--- config.mk ---
export PLATFORM = sky130hd
export DESIGN_NAME = song_controller_flat
export DESIGN_NICKNAME = d
export VERILOG_FILES = /design/src/rtl/song_controller_pkg.sv /design/src/rtl/song_controller_if.sv /design/src/rtl/song_controller.sv /design/src/flat_wrapper.sv
export SDC_FILE = /design/constraint.sdc
export NUM_CORES = 1
export LEC_CHECK = 0
export ABC_AREA = 1
export ABC_CLOCK_PERIOD_IN_PS = 1200
export CORE_AREA = 3 3 40 42
export DETAILED_ROUTE_END_ITERATION = 16
export DIE_AREA = 0 0 43 45
export GPL_TIMING_DRIVEN = 0
export MAX_ROUTING_LAYER = met4
export PLACE_DENSITY = 0.56
export SYNTH_ARGS = -nofsm -noshare
export SYNTH_HDL_FRONTEND = slang
export SYNTH_SLANG_ARGS = --single-unit
--- constraint.sdc ---
create_clock -name clk -period 1.2 [get_ports clk]
set_input_delay 0.18 -clock clk [delete_from_list [all_inputs] [get_ports clk]]
set_output_delay 0.18 -clock clk [all_outputs]
set_load 0.01 [all_outputs]
--- src/rtl/song_controller_pkg.sv ---
// rtl/song_controller_pkg.sv - shared types and defaults for the song sequencing controller
//
// Purpose: state encoding and default sizing used by the controller and its bench.
// Ports:   none (package).

package song_controller_pkg;

  localparam int NUM_SONGS_DEFAULT = 4;
  localparam int SONG_W_DEFAULT    = 2;

  typedef enum logic [1:0] {
    ST_PAUSED  = 2'd0,
    ST_PLAYING = 2'd1,
    ST_SWITCH  = 2'd2
  } state_e;

endpackage

--- src/rtl/song_controller_if.sv ---
// rtl/song_controller_if.sv - front-end / player-chain signal bundle for the song controller
//
// Purpose: groups the button/keypad/song-reader inputs and the play/song/reset_player/busy
//          outputs of the controller.
// Modports:
//   master - front end side: drives events, observes controller outputs
//   slave  - controller side: consumes events, drives play/song/reset_player/busy

interface song_controller_if #(
  parameter int SONG_W = 2
);

  logic              play_button;
  logic              next_button;
  logic              keypad_valid;
  logic [3:0]        keypad_value;
  logic              song_done;
  logic              play;
  logic [SONG_W-1:0] song;
  logic              reset_player;
  logic              busy;

  modport master (
    output play_button, next_button, keypad_valid, keypad_value, song_done,
    input  play, song, reset_player, busy
  );

  modport slave (
    input  play_button, next_button, keypad_valid, keypad_value, song_done,
    output play, song, reset_player, busy
  );

endinterface

--- src/rtl/song_controller.sv ---
// rtl/song_controller.sv - owns current song and play/pause state for the music player
//
// Purpose: turns play/next pulses, keypad selections and end-of-song into a play enable,
//          current song index and a one-cycle player restart pulse.
// Ports:
//   clk    - system clock, rising edge
//   reset  - asynchronous active-low reset
//   ctrl   - song_controller_if.slave: play_button, next_button, keypad_valid,
//            keypad_value[3:0], song_done in; play, song, reset_player, busy out

module song_controller
  import song_controller_pkg::*;
#(
  parameter int NUM_SONGS    = NUM_SONGS_DEFAULT,
  parameter int SONG_W       = SONG_W_DEFAULT,
  parameter int AUTO_ADVANCE = 1
) (
  input  logic               clk,
  input  logic               reset,
  song_controller_if.slave   ctrl
);

  state_e            state_q, state_d;
  logic [SONG_W-1:0] song_q,  song_d;
  logic              resume_q, resume_d;
  logic              keypad_ok;

  function automatic logic [SONG_W-1:0] wrap_inc(input logic [SONG_W-1:0] s);
    if (s == SONG_W'(NUM_SONGS - 1)) begin
      return '0;
    end
    return s + 1'b1;
  endfunction

  // Out-of-range selections are not events at all, so lower-priority events still get a turn.
  assign keypad_ok = ctrl.keypad_valid && ({1'b0, ctrl.keypad_value} < 5'(NUM_SONGS));

  always_ff @(posedge clk or negedge reset) begin
    if (!reset) begin
      state_q  <= ST_PAUSED;
      song_q   <= '0;
      resume_q <= 1'b0;
    end else begin
      state_q  <= state_d;
      song_q   <= song_d;
      resume_q <= resume_d;
    end
  end

  always_comb begin
    state_d  = state_q;
    song_d   = song_q;
    resume_d = resume_q;
    unique case (state_q)
      ST_SWITCH: begin
        // One-cycle restart window; every input this cycle is dropped.
        state_d = resume_q ? ST_PLAYING : ST_PAUSED;
      end
      ST_PAUSED, ST_PLAYING: begin
        if (keypad_ok) begin
          song_d   = ctrl.keypad_value[SONG_W-1:0];
          resume_d = (state_q == ST_PLAYING);
          state_d  = ST_SWITCH;
        end else if (ctrl.next_button) begin
          song_d   = wrap_inc(song_q);
          resume_d = (state_q == ST_PLAYING);
          state_d  = ST_SWITCH;
        end else if (ctrl.song_done && state_q == ST_PLAYING) begin
          song_d   = wrap_inc(song_q);
          resume_d = (AUTO_ADVANCE != 0);
          state_d  = ST_SWITCH;
        end else if (ctrl.play_button) begin
          state_d = (state_q == ST_PAUSED) ? ST_PLAYING : ST_PAUSED;
        end
      end
      default: begin
        state_d = ST_PAUSED;
      end
    endcase
  end

  // Outputs are pure decodes of registers, so an async reset clears them immediately.
  always_comb begin
    ctrl.play         = (state_q == ST_PLAYING);
    ctrl.song         = song_q;
    ctrl.reset_player = (state_q == ST_SWITCH);
    ctrl.busy         = (state_q == ST_SWITCH);
  end

endmodule
--- src/flat_wrapper.sv ---
// flat-port wrapper written by rule: the top's interface ports become plain ports
module song_controller_flat import song_controller_pkg::*;
#(
  parameter int NUM_SONGS    = NUM_SONGS_DEFAULT,
  parameter int SONG_W       = SONG_W_DEFAULT,
  parameter int AUTO_ADVANCE = 1
)
  (clk, reset, ctrl_play_button, ctrl_next_button, ctrl_keypad_valid, ctrl_keypad_value, ctrl_song_done, ctrl_play, ctrl_song, ctrl_reset_player, ctrl_busy);
  song_controller_if #(.SONG_W(SONG_W)) ctrl_i ();
  input  logic clk;
  input  logic reset;
  input wire logic [$bits(ctrl_i.play_button)-1:0] ctrl_play_button;
  input wire logic [$bits(ctrl_i.next_button)-1:0] ctrl_next_button;
  input wire logic [$bits(ctrl_i.keypad_valid)-1:0] ctrl_keypad_valid;
  input wire logic [$bits(ctrl_i.keypad_value)-1:0] ctrl_keypad_value;
  input wire logic [$bits(ctrl_i.song_done)-1:0] ctrl_song_done;
  output wire logic [$bits(ctrl_i.play)-1:0] ctrl_play;
  output wire logic [$bits(ctrl_i.song)-1:0] ctrl_song;
  output wire logic [$bits(ctrl_i.reset_player)-1:0] ctrl_reset_player;
  output wire logic [$bits(ctrl_i.busy)-1:0] ctrl_busy;
  assign ctrl_i.play_button = ctrl_play_button;
  assign ctrl_i.next_button = ctrl_next_button;
  assign ctrl_i.keypad_valid = ctrl_keypad_valid;
  assign ctrl_i.keypad_value = ctrl_keypad_value;
  assign ctrl_i.song_done = ctrl_song_done;
  assign ctrl_play = ctrl_i.play;
  assign ctrl_song = ctrl_i.song;
  assign ctrl_reset_player = ctrl_i.reset_player;
  assign ctrl_busy = ctrl_i.busy;
  song_controller #(.NUM_SONGS(NUM_SONGS), .SONG_W(SONG_W), .AUTO_ADVANCE(AUTO_ADVANCE)) u_core (.clk(clk), .reset(reset), .ctrl(ctrl_i));
endmodule
==> results of run 1 <==
[logic make-up (layout without fill, tap and decap cells)]
logic type,count (synthesis),in the layout,share of synthesized area
buffers and inverters,5,26,0.06766
AOI/OAI and AO/OA,2,2,0.03005
adders and majority gates,1,1,0.03759
DFF,5,5,0.3759
and+or+nand+nor,32,32,0.4887
[path summary, 6_finish.rpt]
check                                                endpoint  slack (ns)  cells after the start
worst min-delay path              u_core.resume_q$_DFFE_PN0P_        0.16                      1
worst min register to register    u_core.resume_q$_DFFE_PN0P_        0.48                      2
worst max-delay path                                ctrl_play        0.05                      3
worst max register to register  u_core.state_q[0]$_DFFE_PN0P_        0.13                      5
max in group asynchronous       u_core.state_q[0]$_DFFE_PN0P_        0.83                      1
min in group clk                  u_core.resume_q$_DFFE_PN0P_        0.48                      2
[registers in the layout, indices dropped and copies added (netlist names)]
register / flops
u_core.state_q: 2
u_core.resume_q: 1
u_core.ctrl.song: 2
[critical path, cell delays in order, from the launching register on]
cell and delay (ns):
dfrtp_1 0.38, buf_4 0.15, nor2_4 0.10, buf_6 0.10
[area by class of cell]
cell class                 count  area (um2)  share of cell area
multi-input combinational     35       197.7              0.3599
timing repair buffer          17       157.7              0.2870
sequential                     5       126.4              0.2301
clock buffer                   4       26.28             0.04784
tap                           15       18.77             0.03417
inverter                       4       15.01             0.02733
buffer                         1       7.507             0.01367
[where the power goes]
part	switching, mW	internal [mW]
clock network	0.0648	0.125
registers	0.0585	0.240
logic	0.242	0.243
total	0.366	0.608
[Yosys cell counts]
library cell,count
nand3_1,6
nand4_1,1
nand2_2,1
inv_1,3
ha_1,1
nor2_1,4
nand2_1,15
nor2_2,1
buf_4,1
a21oi_1,1
dfrtp_1,5
inv_2,1
o21ai_0,1
nand3_2,2
nor2_4,1
nand2_4,1
[metrics by stage]
| step | hold slack [ns] | setup TNS (ns) |
|---|---|---|
| floorplan | -0.1156 | 0 |
| global placement | 0.4144 | -0.7171 |
| detailed placement | 0.4161 | -0.7703 |
| CTS | 0.1585 | 0 |
| global route | 0.1678 | -0.0002836 |
| finish | 0.1626 | 0 |
[timing repair]
action,4_1_cts,5_1_grt
pin swaps,0,1
buffers inserted,3,0
endpoints found under the setup margin,5,2
gates resized for setup,15,3
[layer usage]
| metal | track usage | vias to the layer above | part of all wire |
|---|---|---|---|
| met5 | - | - | 0 |
| met4 | 0.07229 | 0 | 0 |
| met3 | 0.01195 | 0 | 0.053 |
| met2 | 0.1377 | 7 | 0.48 |
| met1 | 0.1057 | 158 | 0.46 |
| li1 | - | 186 | - |
[layout by cell type (no fill, tap or decap), types with 2 or more instances in the layout]
master | netlist | layout
nor2_1 | 4 | 3
dfrtp_1 | 5 | 4
nand3_1 | 6 | 6
dlygate4sd2_1 | 0 | 2
clkdlybuf4s50_1 | 0 | 9
nor2_4 | 1 | 3
nand3_2 | 2 | 2
inv_1 | 3 | 3
buf_4 | 1 | 4
nand2_1 | 15 | 15
buf_6 | 0 | 2
clkbuf_4 | 0 | 3
==> flow_summary_export.csv, run 1 <==
group,metric,value,unit
floorplanning,die_h,45,um
floorplanning,io_pins,15,
global_route,grt_pass1_wl,1262,um
sta,tightest_slew,0.2250,ns
sta,worst_slack,0.04803,ns
global_route,antenna_found_initial,0,
power,power,0.9739,mW
drt,dr.pass1.iters,3,
finish,final_util,0.4275,
logic_synthesis,synthTopCellsByArea,"dfrtp_1, nand2_1, nand3_1",
finish,antennaDiodeCount,0,
sta,rsz0062_at_grt,"true",
global_route,grt_pass1_vias,346,
sta,relSlewSlack,0.8495,
global_route,grt_max_degree,8,
flow_run,maxCapViolations,0,
critical_path,critical_path_arrival,0.97,ns
critical_path,critPathLaunchType,"flip-flop",
finish,layout-drive-gt1-share,0.2879,
floorplanning,coreArea,1285,um2
drt,dr_total_vias,351,
critical_path,path_class,"reg -> out",
sta,setup_viol,0,
logic_synthesis,yosys.area.top_type,"dfrtp_1",
logic_synthesis,syn_inst,45,
placed_design,dpl-instance-area,491.7,um2
run_status,status,"complete, no violations",
sta,hold_viol_final,0,
finish,final_cell_area,549.3,um2
drt,drcViolationCount,0,
global_route,grt-ovfl-total,0,
finish,fillers,143,
clocking,clkLatencyLatePin,0.24,ns
critical_path,path_max_fanout,3,
critical_path,r2r-start,"u_core.state_q[0]$_DFFE_PN0P_",
critical_path,cp-startpoint,"u_core.state_q[1]$_DFFE_PN0P_",
clocking,path_clk_slew,0.04,ns
power,power_density,1773,nW/um2
power,power.leakage,0.2842,nW
sta,clock_skew,0.001861,ns
finish,syn_to_final_growth,65.04,%
sta,slew_violations,0,
placed_design,gp_congestion,0.6936,
clocking,h-tree-depth,1,
clocking,cts_buffers,3,
clocking,root_buffer,"clkbuf_4",
floorplanning,dieArea,1935,um2
placed_design,io_buffers,14,
critical_path,crit_path_end_kind,"output pin",
logic_synthesis,synthesis.area,332.8,um2
clocking,cts.sinks,5,
logic_synthesis,ys_ff_latch,5,
clocking,cts_hold_buf,0,
placed_design,dp_hpwl,594.8,um
sta,period_share,0.9600,
power,vdd_ir_drop_max,776.4,uV
sta,fin_crit,1.152,ns
critical_path,cp.required,1.02,ns
clocking,cts_max_path_buffers,2,
logic_synthesis,syn-num-nets,56,
finish,fin_cells,81,
logic_synthesis,ys.warnings.count,0,
logic_synthesis,synth_area_per_cell,7.396,um2
placed_design,pre_cts_ws,-0.2187,ns
logic_synthesis,synth.distinct_cells,16,
floorplanning,rows,13,
drt,wl_per_cell,9.543,um
logic_synthesis,synth_seq_area_share,0.3759,
placed_design,placed_cells,74,
clocking,cts_tree,"yes",
logic_synthesis,yosys.area.top_type_share,0.3759,
drt,routed_via_density,4.333,
hold_path,hold_class,"in -> async",
drt,routed_wirelength,773,um
drt,postRouteAntennaNets,0,
floorplanning,die_w,43,um
finish,layout.nets,78,
global_route,grt_usage,0.08981,
drt,initialDrtViolationCount,4,
floorplanning,start_util,0.2590,
sta,fmax,868.1,MHz
No activity file was read; power rests on OpenSTA's default activity.
==> inputs of run 2 (changes only) <==
- CTS_CLUSTER_DIAMETER: not set -> 40
- CTS_CLUSTER_SIZE: not set -> 12
==> results of run 2 <==
The final DEF is identical to that of run 1; final timing and power are the same.
